File: src/rtl/alu_pkg.sv
// Shared instruction definitions for the ALU execution units.
// Holds opcodes, the sequential unit's FSM states and the default-width instruction word.
package alu_pkg;

  localparam logic [23:0] VERSION = "2.0";

  typedef enum logic [1:0] {
    ADD = 2'd0,
    SUB = 2'd1,
    MUL = 2'd2
  } opcodes_t;

  // 2'd3 is reserved; decoders must flag it rather than alias it onto a real op
  localparam logic [1:0] OP_RESERVED = 2'd3;

  typedef enum logic [1:0] {
    IDLE,
    MUL_BUSY,
    DONE
  } state_t;

  localparam int unsigned XLEN = 32;

  typedef struct packed {
    logic [1:0]      opcode;
    logic [XLEN-1:0] a;
    logic [XLEN-1:0] b;
  } instr_t;

  function automatic logic op_is_legal(input logic [1:0] op);
    return op != OP_RESERVED;
  endfunction

endpackage

File: src/rtl/alu_seq_unit_mul.sv
// Iterative unsigned shift-add multiplier, MUL_UNROLL multiplier bits retired per cycle.
// done is high in the last busy cycle; product is final from the following edge on.
module seq_multiplier #(
  parameter int WIDTH      = 32,
  parameter int MUL_UNROLL = 1
) (
  input  logic               clk,
  input  logic               rst_n,
  input  logic               clear,
  input  logic               start,
  input  logic [WIDTH-1:0]   a,
  input  logic [WIDTH-1:0]   b,
  output logic               done,
  output logic [2*WIDTH-1:0] product
);
  localparam int STEPS = WIDTH / MUL_UNROLL;
  localparam int CW    = $clog2(STEPS + 1);

  if (WIDTH < 4 || !(MUL_UNROLL == 1 || MUL_UNROLL == 2 || MUL_UNROLL == 4) ||
      (WIDTH % MUL_UNROLL) != 0) begin : g_bad_param
    $error("seq_multiplier: unsupported WIDTH/MUL_UNROLL combination");
  end

  logic [2*WIDTH-1:0] r_mcand;
  logic [2*WIDTH-1:0] r_acc;
  logic [2*WIDTH-1:0] w_pp;
  logic [WIDTH-1:0]   r_mplier;
  logic [CW-1:0]      r_cnt;
  logic               r_busy;

  always_comb begin
    w_pp = '0;
    for (int k = 0; k < MUL_UNROLL; k++) begin
      if (r_mplier[k]) w_pp = w_pp + (r_mcand << k);
    end
  end

  always_ff @(posedge clk or negedge rst_n) begin
    if (!rst_n) begin
      r_mcand  <= '0;
      r_mplier <= '0;
      r_acc    <= '0;
      r_cnt    <= '0;
      r_busy   <= 1'b0;
    end else if (clear) begin
      r_mcand  <= '0;
      r_mplier <= '0;
      r_acc    <= '0;
      r_cnt    <= '0;
      r_busy   <= 1'b0;
    end else if (r_busy) begin
      r_acc    <= r_acc + w_pp;
      r_mcand  <= r_mcand << MUL_UNROLL;
      r_mplier <= r_mplier >> MUL_UNROLL;
      r_cnt    <= r_cnt - CW'(1);
      if (r_cnt == CW'(1)) r_busy <= 1'b0;
    end else if (start) begin
      r_mcand  <= {{WIDTH{1'b0}}, a};
      r_mplier <= b;
      r_acc    <= '0;
      r_cnt    <= CW'(STEPS);
      r_busy   <= 1'b1;
    end
  end

  // Early done lets the owner enter its result state on the same edge the last partial lands
  assign done    = r_busy && (r_cnt == CW'(1));
  assign product = r_acc;

endmodule

File: src/rtl/alu_seq_unit.sv
// Handshaked execution unit: single-cycle ADD/SUB, iterative MUL, one instruction in flight.
// Results are presented from registered operands/product while in DONE and zero otherwise.
module alu_seq_unit
  import alu_pkg::*;
#(
  parameter int WIDTH      = 32,
  parameter int MUL_UNROLL = 1
) (
  input  logic             clk,
  input  logic             rst_n,
  input  logic             flush,
  input  logic             in_valid,
  output logic             in_ready,
  input  logic [1:0]       in_opcode,
  input  logic [WIDTH-1:0] in_a,
  input  logic [WIDTH-1:0] in_b,
  output logic             out_valid,
  input  logic             out_ready,
  output logic [WIDTH-1:0] out_result,
  output logic             out_ovf,
  output logic             out_err,
  output logic             busy
);
  typedef struct packed {
    logic [1:0]       opcode;
    logic [WIDTH-1:0] a;
    logic [WIDTH-1:0] b;
  } instr_w_t;

  state_t             r_state, w_next;
  instr_w_t           r_instr;
  logic               w_accept;
  logic               w_mul_start;
  logic               w_mul_done;
  logic [2*WIDTH-1:0] w_product;
  logic [WIDTH:0]     w_sum;
  logic [WIDTH:0]     w_diff;

  // flush outranks a same-cycle accept even though in_ready is still shown high
  assign w_accept    = in_valid && (r_state == IDLE) && !flush;
  assign w_mul_start = w_accept && (in_opcode == MUL);

  always_ff @(posedge clk or negedge rst_n) begin
    if (!rst_n) r_state <= IDLE;
    else        r_state <= w_next;
  end

  always_comb begin
    w_next = r_state;
    if (flush) begin
      w_next = IDLE;
    end else begin
      case (r_state)
        IDLE:     if (w_accept) w_next = (in_opcode == MUL) ? MUL_BUSY : DONE;
        MUL_BUSY: if (w_mul_done) w_next = DONE;
        DONE:     if (out_ready) w_next = IDLE;
        default:  w_next = IDLE;
      endcase
    end
  end

  always_ff @(posedge clk or negedge rst_n) begin
    if (!rst_n)        r_instr <= '0;
    else if (w_accept) r_instr <= '{opcode: in_opcode, a: in_a, b: in_b};
  end

  seq_multiplier #(
    .WIDTH      (WIDTH),
    .MUL_UNROLL (MUL_UNROLL)
  ) u_mul (
    .clk     (clk),
    .rst_n   (rst_n),
    .clear   (flush),
    .start   (w_mul_start),
    .a       (in_a),
    .b       (in_b),
    .done    (w_mul_done),
    .product (w_product)
  );

  assign w_sum  = {1'b0, r_instr.a} + {1'b0, r_instr.b};
  assign w_diff = {1'b0, r_instr.a} - {1'b0, r_instr.b};

  always_comb begin
    out_valid  = 1'b0;
    out_result = '0;
    out_ovf    = 1'b0;
    out_err    = 1'b0;
    if (r_state == DONE) begin
      out_valid = 1'b1;
      if (!op_is_legal(r_instr.opcode)) begin
        out_err = 1'b1;
      end else begin
        case (r_instr.opcode)
          ADD: begin
            out_result = w_sum[WIDTH-1:0];
            out_ovf    = w_sum[WIDTH];
          end
          SUB: begin
            out_result = w_diff[WIDTH-1:0];
            out_ovf    = w_diff[WIDTH];
          end
          default: begin
            out_result = w_product[WIDTH-1:0];
            out_ovf    = |w_product[2*WIDTH-1:WIDTH];
          end
        endcase
      end
    end
  end

  // in_ready is held low during reset so every output reads zero while rst_n is asserted
  assign in_ready = rst_n && (r_state == IDLE);
  assign busy     = (r_state != IDLE);

endmodule

File: config.mk
export PLATFORM = sky130hd
export DESIGN_NAME = alu_seq_unit
export DESIGN_NICKNAME = d
export VERILOG_FILES = /design/src/rtl/alu_pkg.sv /design/src/rtl/alu_seq_unit_mul.sv /design/src/rtl/alu_seq_unit.sv
export SDC_FILE = /design/constraint.sdc
export NUM_CORES = 1
export LEC_CHECK = 0
export CELL_PAD_IN_SITES_DETAIL_PLACEMENT = 1
export CELL_PAD_IN_SITES_GLOBAL_PLACEMENT = 2
export CORE_MARGIN = 10
export CORE_UTILIZATION = 40
export DETAILED_ROUTE_END_ITERATION = 10
export PLACE_DENSITY_LB_ADDON = 0.1
export SKIP_LAST_GASP = 1
export SYNTH_ARGS = -nofsm -noshare
export SYNTH_HDL_FRONTEND = slang
export SYNTH_SLANG_ARGS = --single-unit
File: constraint.sdc
create_clock -name clk -period 5.6 [get_ports clk]
set_input_delay 1.12 -clock clk [delete_from_list [all_inputs] [get_ports clk]]
set_output_delay 1.12 -clock clk [all_outputs]
set_load 0.01 [all_outputs]
Yosys cells after proc, flatten, opt, wreduce, memory -nomap -nowiden
Index checks and enable logic that the tools add are counted.
{"block": "word_totals", "reg_bits": 235, "latchBits": 0, "ram_bits": 0, "mem_bits_ro": 0, "in_bits": 71, "output_inout_bits": 37, "elab_cells": 66, "mem_count": 0}
{"block": "op_classes", "addsub": 4, "mul": 0, "div": 0, "order_cmp": 0, "eq_ne": 9, "shifts": 0, "mux": 32, "bitwise": 0, "reduce_logical": 12}
{"operator": "two-way mux 64 bit", "n": 7}
{"operator": "two-way mux 32 bit", "n": 5}
{"operator": "adder 64 bit", "n": 1}
{"operator": "one-hot mux 32 bit (2 select lines)", "n": 1}
{"operator": "adder 32 x 32 -> 33 bit", "n": 1}
{"operator": "subtractor 32 x 32 -> 33 bit", "n": 1}
{"operator": "OR reduction 32 bit", "n": 1}
{"operator": "two-way mux 6 bit", "n": 3}
{"operator": "two-way mux 2 bit", "n": 5}
{"operator": "two-way mux 1 bit", "n": 9}
{"operator": "== test 6 x 1 -> 1 bit (second input constant)", "n": 1}
{"operator": "!= test 3 bit (second input constant)", "n": 2}
{"operator": "one-hot mux 2 bit (3 select lines)", "n": 1}
{"operator": "subtractor 6 x 1 -> 6 bit (second input constant)", "n": 1}
{"operator": "logical AND 1 bit", "n": 5}
{"operator": "== test 2 x 1 -> 1 bit (second input constant)", "n": 2}
{"operator": "== test 2 bit (second input constant)", "n": 2}
{"operator": "zero test 2 bit", "n": 2}
{"operator": "!= test 3 x 2 -> 1 bit (second input constant)", "n": 1}
{"operator": "AND reduction 3 bit", "n": 1}
{"operator": "nonzero test 3 bit", "n": 1}
{"operator": "!= test 2 bit (second input constant)", "n": 1}
{"operator": "one-hot mux 1 bit (2 select lines)", "n": 1}
{"operator": "nonzero test 2 bit", "n": 1}
{"operator": "zero test 1 bit", "n": 1}

Logic depth before layout (Yosys ltp)
Gate-level depths: netlist (run 1).
{"block": "depth", "ltp_word": 7, "ltp_mapped": 16, "mapped_depth_nobuf": 15}

Hierarchy
From an unflattened synthesis (run 1), not the netlist that was laid out.
{"block": "unflattened", "hier_cells": 2109, "hier_area_um2": 17640.7}
{"module": "seq_multiplier", "instances": 1, "cells_per_inst": 1275, "area_per_inst_um2": 11116.9}
{"module": "alu_seq_unit", "instances": 1, "cells_per_inst": 834, "area_per_inst_um2": 6523.8}

Worst setup path after synthesis (run 1)
No wires, ideal clock.
{"block": "synth_path", "kind": "register to output", "startpoint": "register r_instr[0] (netlist name)", "endpoint": "output port out_result[26]", "arrival_time_ps": 2940, "t_required_ps": 4480, "setup_slack_ps": 1540, "path_stages_with_launch": 15, "n_path_buf": 0, "path_cell_list": "dfrtp_1 ha_1 inv_1 fa_1 nor2_1 o21ai_1 a221o_1 a31oi_1 a21oi_1 o41ai_1 nand2_1 a21o_1 o31ai_1 xor2_1 a211oi_1"}
{"block": "synth_via", "elab_chain_cells": 4, "elab_cells_between_ends": 5, "cone_classes": "2 x add/sub; 3 x mux"}
{"element": "from (decl)", "line": "alu_seq_unit.sv:31", "rtl": "instr_w_t r_instr;"}
{"element": "from (signal assigned)", "line": "alu_seq_unit.sv:64", "rtl": "else if (w_accept) r_instr <= '{opcode: in_opcode, a: in_a, b: in_b};"}
{"element": "subtractor 32 x 32 -> 33 bit / adder 32 x 32 -> 33 bit (equally long branches)", "line": "alu_seq_unit.sv:82, alu_seq_unit.sv:81"}
{"element": "one-hot mux 32 bit (2 select lines) *", "line": "alu_seq_unit.sv:94", "rtl": "case (r_instr.opcode)"}
{"element": "two-way mux 32 bit *", "line": "alu_seq_unit.sv:91", "rtl": "if (!op_is_legal(r_instr.opcode)) begin"}
{"element": "two-way mux 32 bit *", "line": "alu_seq_unit.sv:89", "rtl": "if (r_state == DONE) begin"}
{"element": "to (decl)", "line": "alu_seq_unit.sv:19", "rtl": "output logic [WIDTH-1:0] out_result,"}
Mark *: on every way between the ends. The rest lies on a longest branch, timed or not.

Worst setup path after layout (run 1)
{"block": "layout_path", "startpoint": "register r_instr[0] (netlist name)", "endpoint": "output port out_result[30]"}
The elaborated chain is that of the path after synthesis.

==> flow_summary_export.csv, run 1 <==
group,metric,value,unit
logic_synthesis,synth_top_cell_by_area,"dfrtp_1",
logic_synthesis,syn_inst,2108,
logic_synthesis,synth_mux_area_share,6.41,%
timing,skew,0.00900,ns
timing,final.period_utilization,97.4,%
clock_network,clockBufferDepth,3,
worst_setup_path,cp_common_cell,"a21oi_1",
cells_and_area,drive_gt1_share,7.12,%
clock_network,postCtsSetupRepairBufs,0,
worst_setup_path,crit_type,"flop to primary output",
route,drc,0,
timing,whs,0.485,ns
logic_synthesis,synth_top_family_by_area,"compound AO/OA/AOI/OAI gates",
pwr,p_leak,8.93,nW
place,dpl.hpwl,42500,um
clock_network,cts_made_buffers,30,
logic_synthesis,yosysSeqAreaShare,33.6,%
floorplan,start_util,40.5,%
floorplan,dieArea,0.0525,mm^2
logic_synthesis,synth_nets,2312,
logic_synthesis,synth-seq-cells,235,
clock_network,clock_latency,0.57,ns
min_path,hp-class,"input pin to asynchronous set/reset pin",
logic_synthesis,ys.flop_type,"dfrtp_1",
logic_synthesis,syn_area,0.0175,mm^2
worst_setup_path,critPathLaunchType,"flop",
worst_setup_path,critPathBufInv,1,
pwr,worst_ir_drop_vdd,0.239,mV
clock_network,cts_tree,"built",
route,vias,15431,
logic_synthesis,synth.distinct_cells,73,
logic_synthesis,synth_fa_ha_area_share,9.64,%
timing,setup_viol,0,
floorplan,rows,76,
route,wl_per_cell,20.7,um
logic_synthesis,synth_enable_flop_cells,0,
route,drt-total-wl,56500,um
status,run_status,"finished, final reports clean",
route,drt_iter0_markers,901,
global_routing,grt.total_usage,21.1,%
place,dpl_worst_slack,0.456,ns
timing,tightest_slew,1.08,ns
route,ant_nets,0,
timing,setup_slack,0.146,ns
floorplan,die_w,229,um
timing,max_slew_margin,27.8,%
global_routing,gr-total-overflow,0,
logic_synthesis,yosys_warnings,0,
clock_network,htree_levels,1,
pwr,finalPower,5.93,mW
pwr,cellPowerDensity,296,mW/mm^2
clock_network,root_buffer,"clkbuf_16",
global_routing,antenna_found_initial,0,
worst_setup_path,crit_arrival,4.33,ns
timing,fmax,0.183,GHz
worst_setup_path,cp_max_fo,4,
logic_synthesis,ys_top_cells_by_area,"dfrtp_1 (34%), ha_1 (9.3%), a21oi_1 (6.1%)",
global_routing,grt_pass1_vias,16150,
worst_setup_path,cp_top_family,"compound AO/OA/AOI/OAI gates",
run,maxCapViolCount,0,
clock_network,cts.sinks,235,
logic_synthesis,async_flop_share,100,%
timing,rsz0062_at_grt,"yes",
worst_setup_path,worstPathCellList,"ha_1, fa_1, nand2b_1, a21oi_2, o311ai_1, and4_1, o21a_1, o21ai_2, a21oi_1, o31ai_1, xnor2_1, nand2_1, a21oi_1, clkdlybuf4s50_1",
cells_and_area,diodes,0,
floorplan,die_height,229,um
place,gp_congestion,0.884,
cells_and_area,layout.nets,2332,
clock_network,path_clk_slew,0.06,ns
timing,min_period,5.45,ns
global_routing,grt_max_degree,70,
worst_setup_path,worst_path_largest_cell_delay,0.59,ns
route,first_pass_iters,5,
logic_synthesis,syn_area_per_cell,8.30,um^2
worst_setup_path,cp-end-kind,"primary output",
logic_synthesis,yosys.area_share.simple,17.9,%
worst_setup_path,crit_required,4.48,ns
worst_setup_path,critPathSlowestCell,"clkdlybuf4s50_1",
logic_synthesis,synth_compound_area_share,22.6,%
route,viasPerCell,5.64,
cells_and_area,num-fill-cells,5154,
logic_synthesis,synth_top_area_share,33.6,%
global_routing,grt_pass1_wl,91600,um
timing,hold_viol_final,0,
logic_synthesis,synthXorXnorAreaFrac,4.76,%
cells_and_area,syn_to_final_growth,14.6,%
timing,finalMaxSlewViolations,0,
place,io_buffers,107,
floorplan,design.core.area,0.0432,mm^2
floorplan,io_pins,108,
==> routing by layer <==
layer / track usage (%) / share of wire (%)
met5: 0 / 0
met2: 34.7 / 46
met4: 4.78 / 2.2
met1: 29.0 / 48
met3: 2.82 / 3.5
==> path summary, 6_finish.rpt <==
kind,from,end,slack (ns),cells past startpoint
worst max-delay path,r_instr[0],out_result[30],0.15,14
worst min-delay path,rst_n,u_mul.r_mplier[25],0.48,1
worst max register to register,u_mul.r_mplier[0],u_mul.product[49],1.28,14
worst min register to register,u_mul.r_mcand[63],u_mul.r_mcand[63],0.51,1
max in group asynchronous,rst_n,u_mul.product[47],3.63,2
min in group clk,u_mul.r_mcand[63],u_mul.r_mcand[63],0.51,1
==> flip-flops by register name, summed over array words and instances (netlist names) <==
signal and cells:
r_instr 66, u_mul.product 64, u_mul.r_mcand 64, u_mul.r_mplier 32
u_mul.r_cnt 6, r_state 2, u_mul.r_busy 1
==> synthesized netlist by cell type (11+ instances only) <==
master / n
dfrtp_1: 235
nor2b_1: 18
a21o_1: 52
nand3_1: 25
o21ai_0: 169
inv_1: 84
and3_1: 11
nand4_1: 27
a31oi_1: 15
xnor2_1: 60
nand2_1: 181
a21oi_1: 214
a211oi_1: 16
mux2_2: 32
o21a_1: 13
ha_1: 130
xor2_1: 35
nor3_1: 34
nor4_1: 12
mux2i_1: 76
and2_1: 69
o21bai_1: 25
buf_2: 24
clkbuf_1: 109
nor2_1: 242
a22o_1: 39
nand2b_1: 18
==> metrics by stage <==
| stage | setup TNS (ns) | cells | util [%] | instance area, um^2 |
|---|---|---|---|---|
| final | 0 | 2734 | 46.4 | 20000 |
| after global routing | -0.145 | 2734 | 46.4 | 20000 |
| after CTS | -0.0146 | 2734 | 46.2 | 19900 |
| after detailed placement | 0 | 2681 | 43.8 | 18900 |
| after global placement | 0 | 2681 | 43.8 | 18900 |
| after floorplan | 0 | 2108 | - | 17500 |
==> cell families after synthesis <==
| kind of cell | Yosys count |
|---|---|
| DFF | 235 |
| buffers and inverters | 223 |
| and+or+nand+nor | 677 |
| muxes | 108 |
| xor gates and xnor gates | 95 |
| adders and majority gates | 133 |
| AOI/OAI and AO/OA | 637 |
==> cells in the final DEF (no fill, tap or decap), drive strengths merged, types with 8 or more instances in the layout <==
master | synthesis | layout
inv | 84 | 84
buf | 29 | 21
a31oi | 15 | 15
o31ai | 12 | 12
nand2b | 18 | 18
nor2b | 18 | 18
mux2 | 32 | 32
o21bai | 25 | 25
a22o | 39 | 39
xnor2 | 60 | 60
o21a | 13 | 13
o21ai | 178 | 178
o211ai | 8 | 8
a21o | 52 | 52
a211oi | 18 | 18
dfrtp | 235 | 235
and2 | 69 | 69
or2 | 11 | 11
xor2 | 35 | 35
nand3 | 25 | 25
mux2i | 76 | 76
nand4 | 27 | 27
nor2 | 242 | 242
or3 | 10 | 10
nand2 | 181 | 181
clkdlybuf4s50 | 0 | 102
nor3 | 34 | 34
a21oi | 215 | 215
clkbuf | 109 | 47
and3 | 11 | 11
ha | 130 | 130
nor4 | 12 | 12
==> worst register-to-register path, delay by kind of cell, from the launching register on <==
family,cells,cell delay [ns]
AND/OR/NAND/NOR,4,0.94
buffers and inverters,1,0.50
XOR/XNOR,1,0.17
AO/OA/AOI/OAI,7,1.86
adder cells (fa/ha/maj),1,0.28
flip-flops,1,0.41
==> cell type report <==
cell class | instances | area [um^2] | share of cell area, %
clock buffers | 47 | 926 | 4.62
clock inverters | 6 | 61.3 | 0.306
inverters | 85 | 319 | 1.59
multi-input cells | 1650 | 10900 | 54.3
flip-flops and latches | 235 | 5890 | 29.4
well taps | 585 | 732 | 3.65
repair buffers | 126 | 1230 | 6.16
==> repair_timing <==
item,4_1_cts,5_1_grt
setup endpoints to repair,4,15
hold buffers,0,0
gates cloned,0,0
pin swaps,0,3
hold endpoints to repair,0,0
gates resized for setup,7,22
==> power by group <==
group	total (mW)	switching, mW	internal, mW	leakage (nW)
registers	1.91	0.102	1.81	3.15
logic	2.07	1.24	0.824	5.29
clock network	1.95	0.783	1.17	0.485
total	5.93	2.13	3.80	8.93
Note: power is estimated with default switching activity, not from simulation.
==> run 2: changes to the inputs <==
--- a/config.mk
+++ b/config.mk
@@ -15,3 +15,4 @@
 export SYNTH_ARGS = -nofsm -noshare
 export SYNTH_HDL_FRONTEND = slang
 export SYNTH_SLANG_ARGS = --single-unit
+export TNS_END_PERCENT = 5
==> run 2 against run 1 <==
  * Register-to-register slack is essentially flat
  * Sequential share of layout area is essentially flat
  * Non-clock buffer count stayed put
  * First-iteration DRC count fell by 1.2%
  * Critical endpoint is now out_result[15]
  * Largest cell class unchanged
  * Highest routed layer unchanged
==> flow_summary_export.csv, run 2 (synthesized netlist as in run 1, its figures left out) <==
group,metric,value,unit
floorplan,die_w,229,um
timing,fmax,0.183,GHz
clock_network,postCtsSetupRepairBufs,0,
clock_network,ctsHoldBuffers,0,
place,io_buffers,107,
floorplan,io_pins,108,
global_routing,met1_usage,29.0,%
global_routing,grtUsageMet3,2.82,%
floorplan,start_util,40.5,%
worst_setup_path,cp-end-kind,"primary output",
cells_and_area,drive_gt1_share,7.03,%
timing,setup_viol,0,
global_routing,met2_usage,34.8,%
clock_network,clock_latency,0.57,ns
worst_setup_path,critPathLaunchType,"flop",
route,drt-total-wl,56500,um
cells_and_area,top_register,"r_instr",
timing,min_period,5.45,ns
timing,hold_viol_final,0,
place,dpl.hpwl,42500,um
floorplan,design.core.area,0.0432,mm^2
clock_network,root_buffer,"clkbuf_16",
cells_and_area,largest_reg_flops,66,
route,first_pass_iters,5,
pwr,cellPowerDensity,296,mW/mm^2
clock_network,cts.sinks,235,
timing,finalMaxSlewViolations,0,
pwr,worst_ir_drop_vdd,0.239,mV
worst_setup_path,cp_max_fo,8,
floorplan,die_height,229,um
route,viasPerCell,5.64,
timing,skew,0.00995,ns
cells_and_area,layout_commonest_cell,"nor2_1",
cells_and_area,syn_to_final_growth,14.5,%
floorplan,rows,76,
clock_network,cts_made_buffers,30,
clock_network,path_clk_slew,0.06,ns
route,drt_iter0_markers,890,
cells_and_area,mostFrequentLayoutCells,"nor2_1 (242), dfrtp_1 (233), a21oi_1 (211)",
route,vias,15410,
cells_and_area,seqCellArea,0.00589,mm^2
timing,tightest_slew,1.08,ns
clock_network,cts_tree,"built",
min_path,hp-class,"input pin to asynchronous set/reset pin",
worst_setup_path,crit_arrival,4.33,ns
timing,max_slew_margin,27.6,%
worst_setup_path,crit_required,4.48,ns
global_routing,grt_busiest_layer,"met2",
timing,tns,0,ns
global_routing,grt.total_usage,21.2,%
route,ant_nets,0,
timing,final.period_utilization,97.4,%
cells_and_area,multi_input_area,0.0109,mm^2
floorplan,dieArea,0.0525,mm^2
cells_and_area,diodes,0,
clock_network,htree_levels,1,
worst_setup_path,crit_type,"flop to primary output",
global_routing,grt_pass1_vias,16155,
clock_network,clockBufferDepth,3,
run,maxCapViolCount,0,
pwr,p_leak,8.88,nW
cells_and_area,final_util,46.4,%
status,run_status,"finished, final reports clean",
timing,rsz0062_at_grt,"yes",
route,wl_per_cell,20.7,um
global_routing,gr-total-overflow,0,
global_routing,grt_pass1_wl,91600,um
place,gp_congestion,0.884,
global_routing,antenna_found_initial,0,
global_routing,grt_max_degree,70,
route,drc,0,
cells_and_area,num-fill-cells,5153,
cells_and_area,layout.nets,2332,
==> run 2: cell count changes in the layout (fill, tap and decap cells not counted) <==
| cell | change |
|---|---|
| o32ai_2 | -2 |
| clkdlybuf4s50_1 | +2 |
| a21boi_0 | +1 |
| ha_1 | -1 |
| o32ai_1 | +2 |
| a211oi_2 | -1 |
| dlymetal6s2s_1 | -2 |
| a211oi_1 | +1 |
| a21boi_1 | -1 |
| ha_2 | +1 |
==> run 2: worst max-delay path, cell delays in order, from the launching register on <==
cell and delay [ns]:
dfrtp_1 0.40, ha_2 0.41, nor2_1 0.09, a211oi_2 0.31, a211oi_2 0.17, nor3_1 0.19, o21ai_0 0.15, a211oi_1 0.39
nor3_1 0.11, o41ai_1 0.40, xnor2_1 0.18, mux2i_1 0.09, nor2_1 0.27, clkdlybuf4s50_1 0.61
==> run 2: metrics by stage <==
step	total power, mW	cell area, um^2	instances	setup slack (ns)	hold slack, ns
after floorplan	3.31	17500	2108	1.54	0.467
after global placement	3.90	18900	2681	0.570	0.492
after detailed placement	3.94	18900	2681	0.456	0.501
after CTS	5.94	19900	2734	-0.0885	0.508
after global routing	6.31	20000	2734	-0.120	0.524
final	5.92	20000	2734	0.146	0.485
==> run 2: path summary, 6_finish.rpt <==
check,cells past startpoint,slack (ns),start,end
max reg2reg,14,1.28,u_mul.r_mplier[0],u_mul.product[49]
min in group clk,1,0.51,u_mul.r_mcand[63],u_mul.r_mcand[63]
max,13,0.15,r_instr[35],out_result[15]
min reg2reg,1,0.51,u_mul.r_mcand[63],u_mul.r_mcand[63]
max in group asynchronous,2,3.63,rst_n,u_mul.product[47]
min,1,0.48,rst_n,u_mul.r_mplier[25]
==> run 2: repair_timing <==
item / 4_1_cts / 5_1_grt
setup endpoints to repair: 4 / 14
endpoints found under the hold margin: 0 / 0
pin swaps: 0 / 3
resized for setup: 3 / 21
==> run 2: layout make-up <==
class | instances | area share [%]
multi-input combinational | 1650 | 54.3
inverter | 85 | 1.59
clock inverter | 6 | 0.306
sequential | 235 | 29.4
clock buffer | 47 | 4.63
tap | 585 | 3.66
timing repair buffer | 126 | 6.14
==> run 2: report_power, final <==
part           internal, mW  leakage, nW  total [mW]  switching, mW
clock                  1.17        0.485        1.95          0.781
combinational         0.822         5.25        2.06           1.23
sequential             1.81         3.15        1.91          0.102
total                  3.80         8.88        5.92           2.12
==> run 2: layer usage <==
metal / vias to the layer above / wire length, um
met2: 243 / 25900
met1: 7656 / 27400
met3: 54 / 1900
met4: 0 / 1240
li1: 7457 / -
met5: - / 0
